## src/rtl/frogger_pkg.sv

```systemverilog
// Shared types and wrap arithmetic for the frogger obstacle engine.
// Lane configuration layout and the screen-edge position update.
package frogger_pkg;

  localparam int SCREEN_W_DEF = 640;
  localparam int X_W_DEF      = 10;
  localparam int SPD_W_DEF    = 4;
  localparam int DIV_W_DEF    = 4;

  typedef struct packed {
    logic [SPD_W_DEF-1:0] speed;
    logic [DIV_W_DEF-1:0] div;
    logic                 dir;
    logic [X_W_DEF-1:0]   len;
  } lane_cfg_t;

  // dir 0 moves toward +X, dir 1 toward -X; result stays in [0, sw)
  function automatic logic [15:0] wrap_add(
    input logic [15:0] x,
    input logic [15:0] eff,
    input logic        dir,
    input logic [15:0] sw
  );
    logic [15:0] nx;
    if (!dir) begin
      nx = x + eff;
      if (nx >= sw) nx = nx - sw;
    end else if (x < eff) begin
      nx = x + sw - eff;
    end else begin
      nx = x - eff;
    end
    return nx;
  endfunction

endpackage

```

## src/rtl/lane_unit.sv

```systemverilog
// One playfield lane: config, frame divider, object positions
// and the wrapped frog hitbox compare.
module lane_unit
  import frogger_pkg::*;
#(
  parameter int NUM_OBJS = 3,
  parameter int SCREEN_W = SCREEN_W_DEF,
  parameter int LVL_W    = 3,
  parameter int LANE_IDX = 0
) (
  input  logic                         clk_i,
  input  logic                         rst_i,
  input  logic                         tick_i,
  input  logic                         run_i,
  input  logic [LVL_W-1:0]             level_i,
  input  logic                         cfg_we_i,
  input  lane_cfg_t                    cfg_i,
  input  logic [X_W_DEF-1:0]           frog_x_i,
  output logic [NUM_OBJS*X_W_DEF-1:0]  obj_x_o,
  output logic                         hit_o,
  output logic                         moved_o
);

  localparam logic [15:0] SW16   = 16'(SCREEN_W);
  localparam logic [15:0] SPDMAX = 16'((1 << SPD_W_DEF) - 1);

  lane_cfg_t            cfg_q, cfg_d;
  logic [DIV_W_DEF-1:0] cnt_q, cnt_d;
  logic [X_W_DEF-1:0]   x_q [NUM_OBJS];
  logic [X_W_DEF-1:0]   x_d [NUM_OBJS];
  logic                 moved_q, moved_d;
  logic                 step;
  logic [15:0]          eff_sum, eff;
  logic [NUM_OBJS-1:0]  hit_v;

  assign eff_sum = 16'(cfg_q.speed) + 16'(level_i);
  assign eff     = (eff_sum > SPDMAX) ? SPDMAX : eff_sum;

  always_comb begin
    cfg_d   = cfg_q;
    cnt_d   = cnt_q;
    step    = 1'b0;
    if (tick_i && run_i) begin
      if (cnt_q == cfg_q.div) begin
        cnt_d = '0;
        step  = 1'b1;
      end else begin
        cnt_d = cnt_q + 1'b1;
      end
    end
    // new config only takes effect for the next tick
    if (cfg_we_i) begin
      cfg_d = cfg_i;
      if (cfg_i.div < cnt_d) cnt_d = '0;
    end
    moved_d = step;
    for (int j = 0; j < NUM_OBJS; j++) begin
      x_d[j] = step ? X_W_DEF'(wrap_add(16'(x_q[j]), eff, cfg_q.dir, SW16))
                    : x_q[j];
    end
  end

  always_ff @(posedge clk_i) begin
    if (rst_i) begin
      cfg_q.speed <= SPD_W_DEF'(1);
      cfg_q.div   <= '0;
      cfg_q.dir   <= (LANE_IDX % 2) != 0;
      cfg_q.len   <= X_W_DEF'(32);
      cnt_q       <= '0;
      moved_q     <= 1'b0;
      for (int j = 0; j < NUM_OBJS; j++)
        x_q[j] <= X_W_DEF'(j * (SCREEN_W / NUM_OBJS));
    end else begin
      cfg_q   <= cfg_d;
      cnt_q   <= cnt_d;
      moved_q <= moved_d;
      for (int j = 0; j < NUM_OBJS; j++)
        x_q[j] <= x_d[j];
    end
  end

  for (genvar j = 0; j < NUM_OBJS; j++) begin : g_obj
    logic [15:0] fx, ox, diff;
    assign fx   = 16'(frog_x_i);
    assign ox   = 16'(x_q[j]);
    assign diff = (fx >= ox) ? (fx - ox) : (fx + SW16 - ox);
    assign hit_v[j] = diff < 16'(cfg_q.len);
    assign obj_x_o[j*X_W_DEF +: X_W_DEF] = x_q[j];
  end

  assign hit_o   = |hit_v;
  assign moved_o = moved_q;

endmodule

```

## src/rtl/lane_scroller.sv

```systemverilog
// Frogger obstacle engine: frame-tick sync, level counter,
// per-lane movers and the registered frog collision flag.
module lane_scroller
  import frogger_pkg::*;
#(
  parameter int NUM_LANES     = 8,
  parameter int OBJS_PER_LANE = 3,
  parameter int SCREEN_W      = SCREEN_W_DEF,
  parameter int X_W           = X_W_DEF,
  parameter int SPD_W         = SPD_W_DEF,
  parameter int DIV_W         = DIV_W_DEF,
  parameter int MAX_LEVEL     = 7,
  localparam int LN_W  = $clog2(NUM_LANES),
  localparam int LVL_W = $clog2(MAX_LEVEL + 1),
  localparam int LX_W  = OBJS_PER_LANE * X_W
) (
  input  logic                            Clk,
  input  logic                            Reset,
  input  logic                            frame_clk,
  input  logic                            run,
  input  logic                            level_up,
  input  logic                            cfg_we,
  input  logic [LN_W-1:0]                 cfg_lane,
  input  logic [SPD_W-1:0]                cfg_speed,
  input  logic [DIV_W-1:0]                cfg_div,
  input  logic                            cfg_dir,
  input  logic [X_W-1:0]                  cfg_len,
  input  logic [X_W-1:0]                  frog_x,
  input  logic [LN_W-1:0]                 frog_lane,
  input  logic                            frog_valid,
  output logic [NUM_LANES*LX_W-1:0]       obj_x,
  output logic                            hit,
  output logic [NUM_LANES-1:0]            lane_moved,
  output logic [LVL_W-1:0]                level,
  output logic                            tick
);

  logic             fs1_q, fs2_q, fs3_q, tick_q;
  logic [LVL_W-1:0] level_q;
  logic             hit_q;
  logic [NUM_LANES-1:0] lane_hit;
  lane_cfg_t        wcfg;

  assign wcfg.speed = cfg_speed;
  assign wcfg.div   = cfg_div;
  assign wcfg.dir   = cfg_dir;
  assign wcfg.len   = cfg_len;

  // fs1/fs2 synchronise VGA_VS, fs3 holds the previous level for edge detect
  always_ff @(posedge Clk) begin
    if (Reset) begin
      fs1_q   <= 1'b0;
      fs2_q   <= 1'b0;
      fs3_q   <= 1'b0;
      tick_q  <= 1'b0;
      level_q <= '0;
      hit_q   <= 1'b0;
    end else begin
      fs1_q  <= frame_clk;
      fs2_q  <= fs1_q;
      fs3_q  <= fs2_q;
      tick_q <= fs2_q & ~fs3_q;
      if (level_up && (level_q != LVL_W'(MAX_LEVEL)))
        level_q <= level_q + 1'b1;
      hit_q <= frog_valid & lane_hit[frog_lane];
    end
  end

  for (genvar l = 0; l < NUM_LANES; l++) begin : g_lane
    lane_unit #(
      .NUM_OBJS (OBJS_PER_LANE),
      .SCREEN_W (SCREEN_W),
      .LVL_W    (LVL_W),
      .LANE_IDX (l)
    ) u_lane (
      .clk_i    (Clk),
      .rst_i    (Reset),
      .tick_i   (tick_q),
      .run_i    (run),
      .level_i  (level_q),
      .cfg_we_i (cfg_we && (cfg_lane == LN_W'(l))),
      .cfg_i    (wcfg),
      .frog_x_i (frog_x),
      .obj_x_o  (obj_x[l*LX_W +: LX_W]),
      .hit_o    (lane_hit[l]),
      .moved_o  (lane_moved[l])
    );
  end

  assign hit   = hit_q;
  assign level = level_q;
  assign tick  = tick_q;

endmodule
```

## config.mk

```make
export PLATFORM = sky130hd
export DESIGN_NAME = lane_scroller
export DESIGN_NICKNAME = d
export VERILOG_FILES = /design/src/rtl/frogger_pkg.sv /design/src/rtl/lane_unit.sv /design/src/rtl/lane_scroller.sv
export SDC_FILE = /design/constraint.sdc
export NUM_CORES = 2
export LEC_CHECK = 0
export BUFFER_PORTS_ARGS = -buffer_cell sky130_fd_sc_hd__buf_2
export CORE_AREA = 2 2 432 305
export DETAILED_ROUTE_END_ITERATION = 16
export DIE_AREA = 0 0 434 307
export PLACE_DENSITY = 0.66
export REMOVE_ABC_BUFFERS = 1
export SKIP_LAST_GASP = 1
export SYNTH_ARGS = -nofsm -noshare
export SYNTH_HDL_FRONTEND = slang
export SYNTH_SLANG_ARGS = --single-unit
export TNS_END_PERCENT = 100
```

## constraint.sdc

```tcl
create_clock -name Clk -period 6.61 [get_ports Clk]
set_input_delay 1.983 -clock Clk [delete_from_list [all_inputs] [get_ports Clk]]
set_output_delay 1.983 -clock Clk [all_outputs]
set_load 0.02 [all_outputs]
```

==> Word-level counts from Yosys, hierarchy flattened <==
Memory sizes are Yosys's and may differ from the RTL's.
Index checks and enable logic that the tools add are counted.
{ "word_totals": {"regBits": 200, "ramBits": 240, "in_bits": 42, "out_inout_bits": 253, "mem_count": 8} }
{ "mem_list": {"columns": ["memory", "words", "width", "read_ports", "rd_clocked_by_memory_dff", "write_ports", "line_no", "text"], "rows": [
  ["g_lane[0].u_lane.x_q", 3, 10, 3, 0, 3, "lane_unit.sv:29", "logic [X_W_DEF-1:0] x_q [NUM_OBJS];"],
  ["g_lane[1].u_lane.x_q", 3, 10, 3, 0, 3, "lane_unit.sv:29", null],
  ["g_lane[2].u_lane.x_q", 3, 10, 3, 0, 3, "lane_unit.sv:29", null],
  ["g_lane[3].u_lane.x_q", 3, 10, 3, 0, 3, "lane_unit.sv:29", null],
  ["g_lane[4].u_lane.x_q", 3, 10, 3, 0, 3, "lane_unit.sv:29", null],
  ["g_lane[5].u_lane.x_q", 3, 10, 3, 0, 3, "lane_unit.sv:29", null],
  ["2 more memories", null, null, null, null, null, null, null]
]} }
{ "classes": {"add_sub_neg": 186, "order_cmp": 113, "n_eq_ne": 16, "n_mux": 205, "n_bitwise": 27, "n_reduce_logical": 19} }
{ "op_table": {"columns": ["cell", "count"], "rows": [
  ["two-way mux 10 bit", 120],
  ["subtractor 10 bit", 48],
  ["< comparator 10 x 16 -> 1 bit", 24],
  ["< comparator 16 x 10 -> 1 bit", 24],
  ["two-way mux 16 bit", 24],
  ["subtractor 16 x 10 -> 16 bit", 24],
  ["adder 10 x 5 -> 11 bit", 24],
  ["greater-or-equal comparator 11 x 10 -> 1 bit (second input constant)", 24],
  ["subtractor 10 x 10 -> 11 bit", 24],
  ["adder 10 bit (second input constant)", 24],
  ["greater-or-equal comparator 10 bit", 24],
  ["subtractor 10 bit (second input constant)", 24],
  ["> comparator 16 x 4 -> 1 bit (second input constant)", 8],
  ["two-way mux 4 bit", 32],
  ["adder 4 x 3 -> 5 bit", 8],
  ["two-way mux 5 bit", 8],
  ["adder 4 x 1 -> 4 bit (second input constant)", 8],
  ["== test 4 bit", 8],
  ["< comparator 4 bit", 8],
  ["bitwise OR 1 bit", 24],
  ["OR reduction 3 bit", 8],
  ["two-way mux 1 bit", 20],
  ["== test 3 bit (second input constant)", 4],
  ["adder 10 x 10 -> 11 bit (second input constant)", 1],
  ["other kinds (10)", 21]
]} }

==> Longest topological paths before layout <==
{ "depth": {"depth_word": 9, "mapped_depth": 21, "mapped_depth_nobuf": 21} }

==> Hierarchy <==
A second synthesis with hierarchy kept.
{ "hier_totals": {"hier_cells": 8595, "hier_area_um2": 69112.5} }
{ "by_module_without_submodules": {"columns": ["mod", "instances", "cells_per_inst", "area_per_inst_um2", "seq_area_each_um2"], "rows": [
  ["lane_unit at g_lane[2].u_lane", 1, 1088, 8653.3, 1081.0],
  ["lane_unit at g_lane[5].u_lane", 1, 1078, 8639.5, 1081.0],
  ["lane_unit at g_lane[7].u_lane", 1, 1069, 8585.7, 1081.0],
  ["lane_unit at g_lane[6].u_lane", 1, 1067, 8579.5, 1081.0],
  ["lane_unit at g_lane[4].u_lane", 1, 1074, 8578.2, 1081.0],
  ["lane_unit at g_lane[1].u_lane", 1, 1060, 8563.2, 1081.0],
  ["lane_unit at g_lane[0].u_lane", 1, 1058, 8558.2, 1081.0],
  ["lane_unit at g_lane[3].u_lane", 1, 1059, 8554.5, 1081.0],
  ["lane_scroller", 1, 42, 400.4, 160.2]
]} }

==> Worst setup path after synthesis <==
Ideal clock, no wire load.
{ "synth_timing": {"path_type": "input-to-reg", "startpoint": "input port frog_x[0]", "endpoint": "register hit_q (netlist: hit)", "setup_ps": 78, "arrival_time_ps": 5660, "required_time_ps": 6532, "setup_slack_ps": 872, "cell_stages": 17, "cell_sequence": "inv_1 -> ha_1 -> inv_1 -> fa_1 -> a21o_1 -> a21oi_1 -> nor2b_1 -> o41ai_1 -> nor2_1 -> o21a_1 -> o31ai_1 -> ha_1 -> a2111oi_0 -> o21ai_0 -> a221oi_1 -> o32ai_1 -> a32oi_1"} }
{ "synth_between": {"elab_chain_cells": 8, "elab_cells_between_ends": 132} }
{ "synth_lines": {"columns": ["item", "line_no", "text"], "rows": [
  ["from (decl)", "lane_scroller.sv:28", "input logic [X_W-1:0] frog_x,"],
  ["adder 10 x 10 -> 11 bit", "lane_unit.sv:86", "assign diff = (fx >= ox) ? (fx - ox) : (fx + SW16 - ox);"],
  ["subtractor 16 x 10 -> 16 bit", "lane_unit.sv:86", null],
  ["two-way mux 16 bit", "lane_unit.sv:86", null],
  ["< comparator 16 x 10 -> 1 bit", "lane_unit.sv:87", "assign hit_v[j] = diff < 16'(cfg_q.len);"],
  ["OR reduction 3 bit", "lane_unit.sv:91", "assign hit_o = |hit_v;"],
  ["binary-select mux 1 bit (select 3 bit) *", "lane_scroller.sv:65", "hit_q <= frog_valid & lane_hit[frog_lane];"],
  ["two-way mux 1 bit (not written as such) *", "lane_scroller.sv:65", null],
  ["AND 1 bit *", "lane_scroller.sv:65", null],
  ["to (signal assigned)", "lane_scroller.sv:65", null],
  ["to (decl)", "lane_scroller.sv:40", "logic hit_q;"]
]} }
Mark *: on every way between the ends. The rest lies on a longest branch, timed or not. The select of a mux whose other input is x is not followed.
A chain may end at the register's enable or synchronous reset.

==> Worst setup path after layout <==
Same ends and word-level chain as after synthesis.

==> metrics.cfg <==
[synthesis]
synth_top_area_cell = ha_1
synthMuxAreaShare_pct = 1.99
synth_warnings = 0
yosysTopAreaCellShare_pct = 22.7
ys_seq_area_share_pct = 13.7
synth_simple_gate_area_share_pct = 16.7
synth-edff-count = 0
yosys-top-cells-area = ha_1 (23%), dfxtp_1 (14%), xnor2_1 (7.3%), a21oi_1 (5.8%), fa_1 (5.5%)
async_flop_share_pct = 0
synth_top_family_by_area = adder cells
synth_seq_cells = 440
synth_area_per_cell_sq_um = 7.75
syn_inst = 8270
synth-xor-area-share_pct = 9.98
synth_compound_area_share_pct = 23.5
synth_area_sq_um = 64100
synth_ff_type = dfxtp_1
synthAdderAreaFrac_pct = 28.2
yosysUniqueCellTypes = 98

[placement]
hpwlAfterDp_um = 160000
io_buffers = 294
place.gp.congestion = 0.944
post-place-cells = 10200

[pwr]
p_clk_share_pct = 33.9
p_leak_nw = 29.9
p_switching_w = 0.00403
switching_share_pct = 38.7
peakVddDrop_uv = 243
p_comb_share_pct = 39.1
seq_power_share_pct = 27.0
finalPower_w = 0.0104
power.density_nw_per_um2 = 149
internal-power_w = 0.00638

[sta]
fin_crit_sh_pct = 88.0
tightest_slew_ns = 1.19
drv_slew = 0
fin_tns_setup_ns = 0
rsz0062_at_grt = false
relSlewSlack_pct = 20.5
skew_ns = 0.0300
setup_viol = 0
hold_viol = 0
fin_crit_ns = 5.82
timing.fmax_ghz = 0.172

[clock_tree]
clk-insertion-delay-late_ns = 0.70
htree_num_levels = 2
clk_pin_slew_ns = 0.06
cts_tree = done
cts-buffers-inserted = 56
postCtsResizedCells = 0
cts_buffer_depth = 3
hold_buffers = 0
cts_sinks = 440
post-cts-setup-buffers = 0
cts-root-buf = clkbuf_16

[worst_setup_path]
cp-start-kind = input pin
cp_max_fo = 10
worstSetupPathType = in -> reg
worstPathRequired_ns = 7.23
critPathArrivalTime_ns = 6.44
cp-end-kind = register

[grt]
grt_pass1_wl_um = 329000
antenna_found_initial = 20
grt_pass1_vias = 57300
track_usage_pct = 30.8
grt-ovfl-total = 0
grt_max_degree = 113

[finish]
layout-drive-gt1-share_pct = 6.65
final_cell_mix = ha_1 (1,164), nand2_1 (815), a21oi_1 (736)
final_util_pct = 53.7
layoutNonFillerInstCount = 10300
seq_area_sq_um = 8810
final_common_cell = ha_1
multiInputGateArea_sq_um = 51800
num-fill-cells = 12400
nNetsFinal = 9870
syn_to_final_growth_pct = 8.67

[die]
fp.dieArea_sq_um = 133000
die_w_um = 434
initial_core_util_pct = 49.4
die_h_um = 307
fp-row-count = 111
coreArea_sq_um = 130000
ios = 295

[detailed_routing]
initialDrtViolationCount = 5488
wl_um = 211000
wire_per_inst_um = 20.5
ant_nets = 0
first_pass_iters = 8
route.vias.total = 61000
drc = 0
avgViaCountPerCell = 5.93

[min_path]
min_path_type = reg -> reg

[flow_run]
drv_cap = 0

[status]
status = finished clean

==> cells by family (layout without fill, tap and decap cells) <==
| group | count (synthesis) | in the layout |
|---|---|---|
| flip-flops | 440 | 440 |
| adder cells (fa/ha/maj) | 1341 | 1341 |
| multiplexers | 124 | 124 |
| buffers and inverters | 988 | 1178 |
| other | 2 | 86 |
| AO/OA/AOI/OAI | 2363 | 2363 |
| AND/OR/NAND/NOR | 2281 | 2281 |
| XOR/XNOR | 731 | 731 |
==> stage by stage <==
step / setup WS (ns) / hold WS (ns) / cell area [sq um]
after floorplan: 0.871 / 0.367 / 63200
final: 0.794 / 0.385 / 69700
after global routing: 0.418 / 0.426 / 69700
after CTS: 0.931 / 0.388 / 69600
after detailed placement: 0.197 / 0.374 / 67700
after global placement: 0.332 / 0.374 / 67700
==> state kept, by name, summed over array words and instances, names as in the netlist <==
signal	cells
fs1_q	1
fs2_q	1
fs3_q	1
g_lane.u_lane.cfg_q	152
g_lane.u_lane.cnt_q	32
g_lane.u_lane.moved_o	8
g_lane.u_lane.x_q	240
hit	1
level	3
tick	1
==> cell type report <==
cell class / count / area share, %
Multi-Input combinational cell: 6912 / 74.4
Clock buffer: 69 / 2.20
Antenna cell: 14 / 0.0503
Tap cell: 1751 / 3.14
Timing Repair Buffer: 379 / 3.15
Inverter: 698 / 3.77
Sequential cell: 440 / 12.6
Clock inverter: 32 / 0.650
==> path summary, 6_finish.rpt <==
kind / start / to / slack, ns / cells after the start
max: frog_x[0] / hit / 0.79 / 18
min: fs3_q / tick / 0.38 / 1
max reg2reg: level[0] / g_lane[5].u_lane.x_q[0][29] / 1.05 / 19
min reg2reg: fs3_q / tick / 0.38 / 1
==> synthesized netlist by cell type, types with 106 or more instances <==
cell,count
nor2_1,535
inv_1,678
fa_1,176
nand2_1,816
dfxtp_1,440
a211oi_1,152
ha_1,1165
nand3_1,199
o21bai_1,159
nor2b_1,176
o21ai_0,379
xnor2_1,532
o211ai_1,196
o21a_1,112
clkbuf_1,236
nor3_1,140
a21oi_1,737
a21o_1,106
a31oi_1,117
xor2_1,199
==> power by group through the flow <==
stage	combinational (W)	sequential [W]	clock (W)
4_1_cts	0.00400	0.00281	0.00358
2_1_floorplan	0.00286	0.00289	0
3_3_place_gp	0.00388	0.00287	0
5_1_grt	0.00454	0.00282	0.00368
3_5_place_dp	0.00397	0.00287	0
6_report	0.00408	0.00281	0.00352
==> worst max-delay path, stage by stage <==
cell       delay, ns
buf_2           0.10
inv_2           0.41
ha_1            0.29
inv_1           0.06
fa_1            0.40
a21o_1          0.19
a21oi_1         0.23
nor2b_1         0.10
o41ai_1         0.53
nor2_1          0.13
o21a_1          0.21
o31ai_1         0.29
ha_1            0.30
a2111oi_0       0.37
o21ai_0         0.14
a221oi_1        0.23
o32ai_1         0.21
a32oi_1         0.24
==> layer usage <==
layer / wire length (um) / up-vias / track usage [%]
met1: 99300 / 29000 / 44.9
met3: 16000 / 291 / 4.27
met5: 0 / - / 0
met2: 90200 / 2182 / 47.0
met4: 5300 / 0 / 8.46
li1: - / 29600 / -
(Power assumes the default switching activity.)
